## config.mk

```make
export PLATFORM = sky130hd
export DESIGN_NAME = start_request_conditioner
export DESIGN_NICKNAME = d
export VERILOG_FILES = /design/src/rtl/start_request_conditioner.sv
export SDC_FILE = /design/constraint.sdc
export NUM_CORES = 1
export LEC_CHECK = 0
export ABC_AREA = 1
export ABC_CLOCK_PERIOD_IN_PS = 3800
export CAP_MARGIN = 20
export CORE_UTILIZATION = 45
export CTS_CLUSTER_DIAMETER = 120
export DETAILED_ROUTE_END_ITERATION = 12
export PLACE_DENSITY = 0.62
export SYNTH_ARGS = -nofsm -noshare
export SYNTH_HDL_FRONTEND = slang
export SYNTH_SLANG_ARGS = --single-unit
```

## constraint.sdc

```tcl
create_clock -name sys_clk -period 3.8 [get_ports sys_clk]
set_clock_uncertainty 0.2 [all_clocks]
set_input_delay 1.14 -clock sys_clk [delete_from_list [all_inputs] [get_ports sys_clk]]
set_output_delay 1.14 -clock sys_clk [all_outputs]
set_load 0.03 [all_outputs]
```

## src/rtl/start_request_conditioner.sv

```systemverilog
// Conditions the four raw panel buttons into one held, priority-encoded request
// with a valid/ready handshake, plus a one-cycle finish-fetch strobe.
//
// state | meaning
// IDLE  | no request held, req_valid = 0, req_code = 00
// PEND  | request held, req_valid = 1, waiting for req_ready
module start_request_conditioner #(
    parameter int DEBOUNCE_CYCLES = 500000,
    parameter int CNT_W           = 20
) (
    input  logic       sys_clk,
    input  logic       rst,
    input  logic       start_power,
    input  logic       start_save,
    input  logic       start_fetch,
    input  logic       finish_fetch,
    output logic       req_valid,
    output logic [1:0] req_code,
    input  logic       req_ready,
    output logic       finish_pulse,
    output logic       req_dropped
);

    localparam int CH_PWR = 0;
    localparam int CH_SAV = 1;
    localparam int CH_FET = 2;
    localparam int CH_FIN = 3;
    localparam logic [CNT_W-1:0] CNT_LAST = CNT_W'(DEBOUNCE_CYCLES - 1);

    typedef enum logic {IDLE, PEND} slot_t;

    logic [3:0]            raw;
    logic [3:0]            s1, s2, db, armed, press;
    logic [3:0][CNT_W-1:0] cnt;
    logic [1:0]            fill;

    slot_t      state_q, state_d;
    logic [1:0] code_q, code_d;
    logic       drop_q, drop_d;
    logic       fin_q, fin_d;
    logic       any_req;

    assign raw = {finish_fetch, start_fetch, start_save, start_power};

    // Arming waits for fill[1] so s2 holds a real pin sample rather than its
    // reset value; a button held through reset release must not look released.
    always_ff @(posedge sys_clk or posedge rst) begin
        if (rst) begin
            s1    <= '0;
            s2    <= '0;
            db    <= '0;
            armed <= '0;
            press <= '0;
            fill  <= '0;
            cnt   <= '0;
        end else begin
            s1   <= raw;
            s2   <= s1;
            fill <= {fill[0], 1'b1};
            for (int i = 0; i < 4; i++) begin
                press[i] <= 1'b0;
                if (s2[i] == db[i]) begin
                    cnt[i] <= '0;
                end else if (cnt[i] == CNT_LAST) begin
                    db[i]    <= s2[i];
                    cnt[i]   <= '0;
                    press[i] <= s2[i] & armed[i];
                end else begin
                    cnt[i] <= cnt[i] + CNT_W'(1);
                end
                if (fill[1] && !db[i] && !s2[i]) begin
                    armed[i] <= 1'b1;
                end
            end
        end
    end

    assign any_req = press[CH_PWR] | press[CH_SAV] | press[CH_FET];

    always_ff @(posedge sys_clk or posedge rst) begin
        if (rst) begin
            state_q <= IDLE;
            code_q  <= 2'b00;
            drop_q  <= 1'b0;
            fin_q   <= 1'b0;
        end else begin
            state_q <= state_d;
            code_q  <= code_d;
            drop_q  <= drop_d;
            fin_q   <= fin_d;
        end
    end

    always_comb begin
        state_d = state_q;
        code_d  = code_q;
        drop_d  = 1'b0;
        fin_d   = press[CH_FIN];
        case (state_q)
            IDLE: begin
                if (any_req) begin
                    state_d = PEND;
                    if (press[CH_PWR])      code_d = 2'b01;
                    else if (press[CH_SAV]) code_d = 2'b10;
                    else                    code_d = 2'b11;
                end
            end
            PEND: begin
                drop_d = any_req;
                if (req_ready) begin
                    state_d = IDLE;
                    code_d  = 2'b00;
                end
            end
            default: begin
                state_d = IDLE;
                code_d  = 2'b00;
            end
        endcase
    end

    assign req_valid    = (state_q == PEND);
    assign req_code     = code_q;
    assign req_dropped  = drop_q;
    assign finish_pulse = fin_q;

endmodule

```

-- Word level (Yosys, flattened, before mapping)
Cells that the tools add are included.
- bits in registers: 107
- ROM bits: 0
- bits in writable memories: 0
- bits in latches: 0
- memories: 0
- bits of input ports: 7
- logic and storage cells: 91
- order comparisons: 0
- equality and inequality tests: 10
- shift operators: 0
- multiply operators: 0
- reductions and logical operators: 21
- muxes and demuxes: 25
- divide/modulo/power cells: 0
- add/subtract/negate cells: 4
- bitwise gates (word level): 11
- operator list (operator ; count):
    $mux 20 ; 8
    $add 20x1->20 const B ; 4
    $eq 20x19->1 const B ; 4
    $mux 1 ; 12
    $reduce_and 2->1 ; 5
    $logic_and 1x1->1 ; 8
    $logic_not 1->1 ; 8
    $mux 2 ; 3
    $not 1->1 ; 5
    $and 1x1->1 ; 4
    $eq 1x1->1 ; 4
    $ne 2x2->1 const B ; 2
    $pmux 2 s2 ; 1
    $or 1x1->1 ; 2
    $pmux 1 s2 ; 1

-- Depth between registers and ports, before layout
- word-level depth: 4
- depth in mapped cells: 9

-- Least setup slack after synthesis
OpenSTA, ideal clock, no wires.
- kind: reg-to-output
- start point: reg state_q, in the netlist req_valid
- end point: out req_valid
- data arrival time: 0.496 ns
- cell stages (with the launch flop): 1
- path slack: 1.964 ns
- buffers on the path: 0
- path through: dfrtp_1
- RTL lines (item ; RTL line ; source):
    from (decl) ; 37 ; slot_t state_q, state_d;
    from (signal assigned) ; 87 ; state_q <= state_d;
    to (decl) ; 17 ; output logic req_valid,
No word-level cell between the ends.

-- Final worst setup path
- start point: reg state_q, in the netlist req_valid
- end point: out req_valid
No word-level cell between the ends.

==> summary.md <==
| Metric | Value |
|---|---|
| TNS Setup | 0 ns |
| Share of cells above drive strength 1 | 7.51% |
| Slowest cell on crit path | clkdlybuf4s50_1 |
| PD cells | 354 nW/um^2 |
| Tot GR Track Use | 19.0% |
| Multi-input logic area | 2590 um^2 |
| Worst hold stages | 0 |
| Most Crowded Layer GR | met2 |
| M3 GR Usage | 4.62% |
| Dpl ws | 1.43 ns |
| Yosys reg bits | 107 |
| Crit path max-delay family | buffers and inverters |
| Met1 GRT Util | 26.3% |
| Post-DRT Antenna Nets | 0 |
| Hold Path Class | flop to flop |
| Final Max Slew Viols | 0 |
| Leak pwr | 2.72 nW |
| Post-CTS Setup Bufs | 0 |
| TritonCTS buffer count | 9 |
| Area grow syn2layout | 11.3% |
| 1st-iter DRT viols | 254 |
| Final wirelength | 11200 um |
| Setup crit start kind | flop |
| Met2 Use GR | 30.2% |
| Worst Hold End | finish_pulse$_DFF_PP0_ |
| Starting density of the core | 46.4% |
| CTS tree | yes |
| Crit path max fanout | 3 |
| Buffers and inverters on the worst path | 1 |
| Worst path cell trace | clkdlybuf4s50_1 |
| Initial DRT Pass Iterations | 5 |
| Placed cell count | 924 |
| Synth Warn # | 0 |
| Ant diodes | 0 |
| VDD IR max | 256 uV |
| Distinct cells, synth | 29 |
| Clock buffer depth | 2 |
| Post-Syn Area | 5620 um^2 |
| Crit. path cell count | 1 |
| Period minus WS final | 2.73 ns |
| Final Hold Vio Count | 0 |
| Final WS setup | 1.07 ns |
| Vias in the first global route | 4279 |
| Largest net degree at the start of global routing | 108 |
| Clock Latency Late Sink | 0.34 ns |
| Fillers | 1188 |
| Die span in y | 114 um |
| H-tree levels | 3 |
| Reg2Reg Capture Point | cnt[78]$_DFF_PP0_ |
| Clock slew at reported path FFs | 0.07 ns |
| Worst EP required | 2.46 ns |
| Die ar. | 12900 um^2 |
| Final setup viols | 0 |
| Rel. slew slack | 61.2% |
| Flop-to-flop setup slack | 2.10 ns |
| HP Start | press[3]$_DFF_PP0_ |
| Post-Syn Instances | 747 |
| Std-Cell Core Area | 12100 um^2 |
| Crit Path Category | flop to output port |
| Root Buffer | clkbuf_16 |
| Post-Layout Cell Count | 940 |
| RSZ-0062 raised after global routing | false |
| Post-synthesis sequential area ratio | 47.6% |
| Least-Margin Pin Slew | 0.581 ns |
| Vias post-DR | 4573 |
| Vias per cell | 4.86 |
| DRC Markers | 0 |
| Outcome | complete, no violations |
| Period utilisation layout | 71.7% |
| Drt wl/cell | 11.9 um |
| # hold bufs at CTS | 0 |
| Reg2Reg Depth | 6 |
| Total power | 0.00222 W |
| Syn Area/Cell | 7.53 um^2 |
| Row count | 40 |
| Mapped Nets | 758 |
| Fin nets | 778 |
| Hpwl dp | 7980 um |
| Worst r2r src | cnt[60]$_DFF_PP0_ |
| PortBufs | 11 |
| Reg area | 2680 um^2 |
| Io pins | 12 |
| WP data arrival | 1.39 ns |
| Nature of the critical path endpoint | output port |
| Maxcap violations | 0 |
| Die width | 114 um |
| Crit-path max cell delay | 0.67 ns |
| Cts repair resizes | 0 |
| Fmax | 0.367 GHz |
| Placer Congestion | 0.901 |
| Initial antenna violation count | 0 |
| First-pass GRT wire length | 19600 um |
| Clock sinks | 107 |
| Gr ovfl total | 0 |
==> worst max-delay path by stage <==
stage                      endpoint           startpoint  slack, ns
5_1_grt                   req_valid  req_valid$_DFF_PP0_       1.02
3_3_place_gp              req_valid  req_valid$_DFF_PP0_       1.46
2_1_floorplan  armed[0]$_DFFE_PP0P_                  rst       1.17
3_5_place_dp              req_valid  req_valid$_DFF_PP0_       1.43
6_report                  req_valid  req_valid$_DFF_PP0_       1.07
4_1_cts                   req_valid  req_valid$_DFF_PP0_       1.05
==> final cells by class <==
| type | instances | area share [%] |
|---|---|---|
| well taps | 168 | 3.36 |
| inverters | 91 | 5.52 |
| multi-input cells | 546 | 41.4 |
| flip-flops and latches | 107 | 42.8 |
| clock inverters | 1 | 0.480 |
| clock buffers | 15 | 4.44 |
| repair buffers | 12 | 2.08 |
==> stage by stage <==
stage	util, %	cell area, um^2	hold slack (ns)
4_1_cts	51.7	6260	0.152
2_1_floorplan	-	5630	0.131
5_1_grt	51.7	6260	0.155
3_5_place_dp	49.1	5950	0.137
6_report	51.7	6260	0.149
3_3_place_gp	49.1	5950	0.133
==> logic make-up (layout without fill, tap and decap cells) <==
family / count (synthesis) / in the layout / share of synthesized area, %
compound gates: 28 / 28 / 2.58
xor+xnor: 31 / 31 / 4.96
fa+ha+maj: 4 / 4 / 0.890
buf+inv: 94 / 119 / 6.34
flops: 107 / 107 / 47.6
other cells: 1 / 1 / 0.0667
simple gates: 482 / 482 / 37.5
==> cell usage after synthesis <==
cell type,n,area [um^2]
nand3b_1,2,15.0
o21bai_1,1,7.51
nand3_1,62,310
nand2_2,15,93.8
o21a_1,1,7.51
nor2_4,6,67.6
nor3_2,3,30.0
nand2_1,159,597
nor3b_1,3,22.5
ha_1,4,50.1
dfrtp_1,107,2680
xor2_1,16,140
o21ai_1,1,5.00
nor2_2,13,81.3
a21oi_1,13,65.1
inv_1,89,334
nor3_1,16,80.1
nor2_1,188,706
nand3_2,2,20.0
buf_2,3,15.0
nand4_1,10,62.6
and2_1,1,6.26
xor2_2,1,16.3
conb_1,1,3.75
nor3b_2,1,12.5
xnor2_1,14,123
and2_0,1,6.26
inv_2,2,7.51
o21ai_0,12,60.1
==> report_power, final <==
group          internal (W)  switching [W]  total [W]
sequential          0.00116      0.0000121    0.00117
combinational     0.0000255      0.0000593  0.0000848
clock              0.000566       0.000398   0.000964
==> layer usage <==
metal	share of wire, %	wire [um]
met5	0	0
met4	1.3	150
met3	3.8	425
met2	45	5070
met1	49	5510
==> flip-flops by register name (all words and copies together), names as in the netlist <==
register and flops:
armed 4, req_dropped 1, s1 4, finish_pulse 1
req_code 2, req_valid 1, fill 2, cnt 80
s2 4, db 4, press 4
==> layout by cell type, fill, tap and decap left out, drive strengths merged <==
cell type      instances
a21oi                 13
and2                   2
buf                    1
bufinv                 1
clkbuf                15
clkdlybuf4s50         11
clkinvlp               1
conb                   1
dfrtp                107
ha                     4
inv                   90
nand2                174
nand3                 64
nand3b                 2
nand4                 10
nor2                 207
nor3                  19
nor3b                  4
o21a                   1
o21ai                 13
o21bai                 1
xnor2                 14
xor2                  17
No activity file was read; power rests on OpenSTA's default activity.
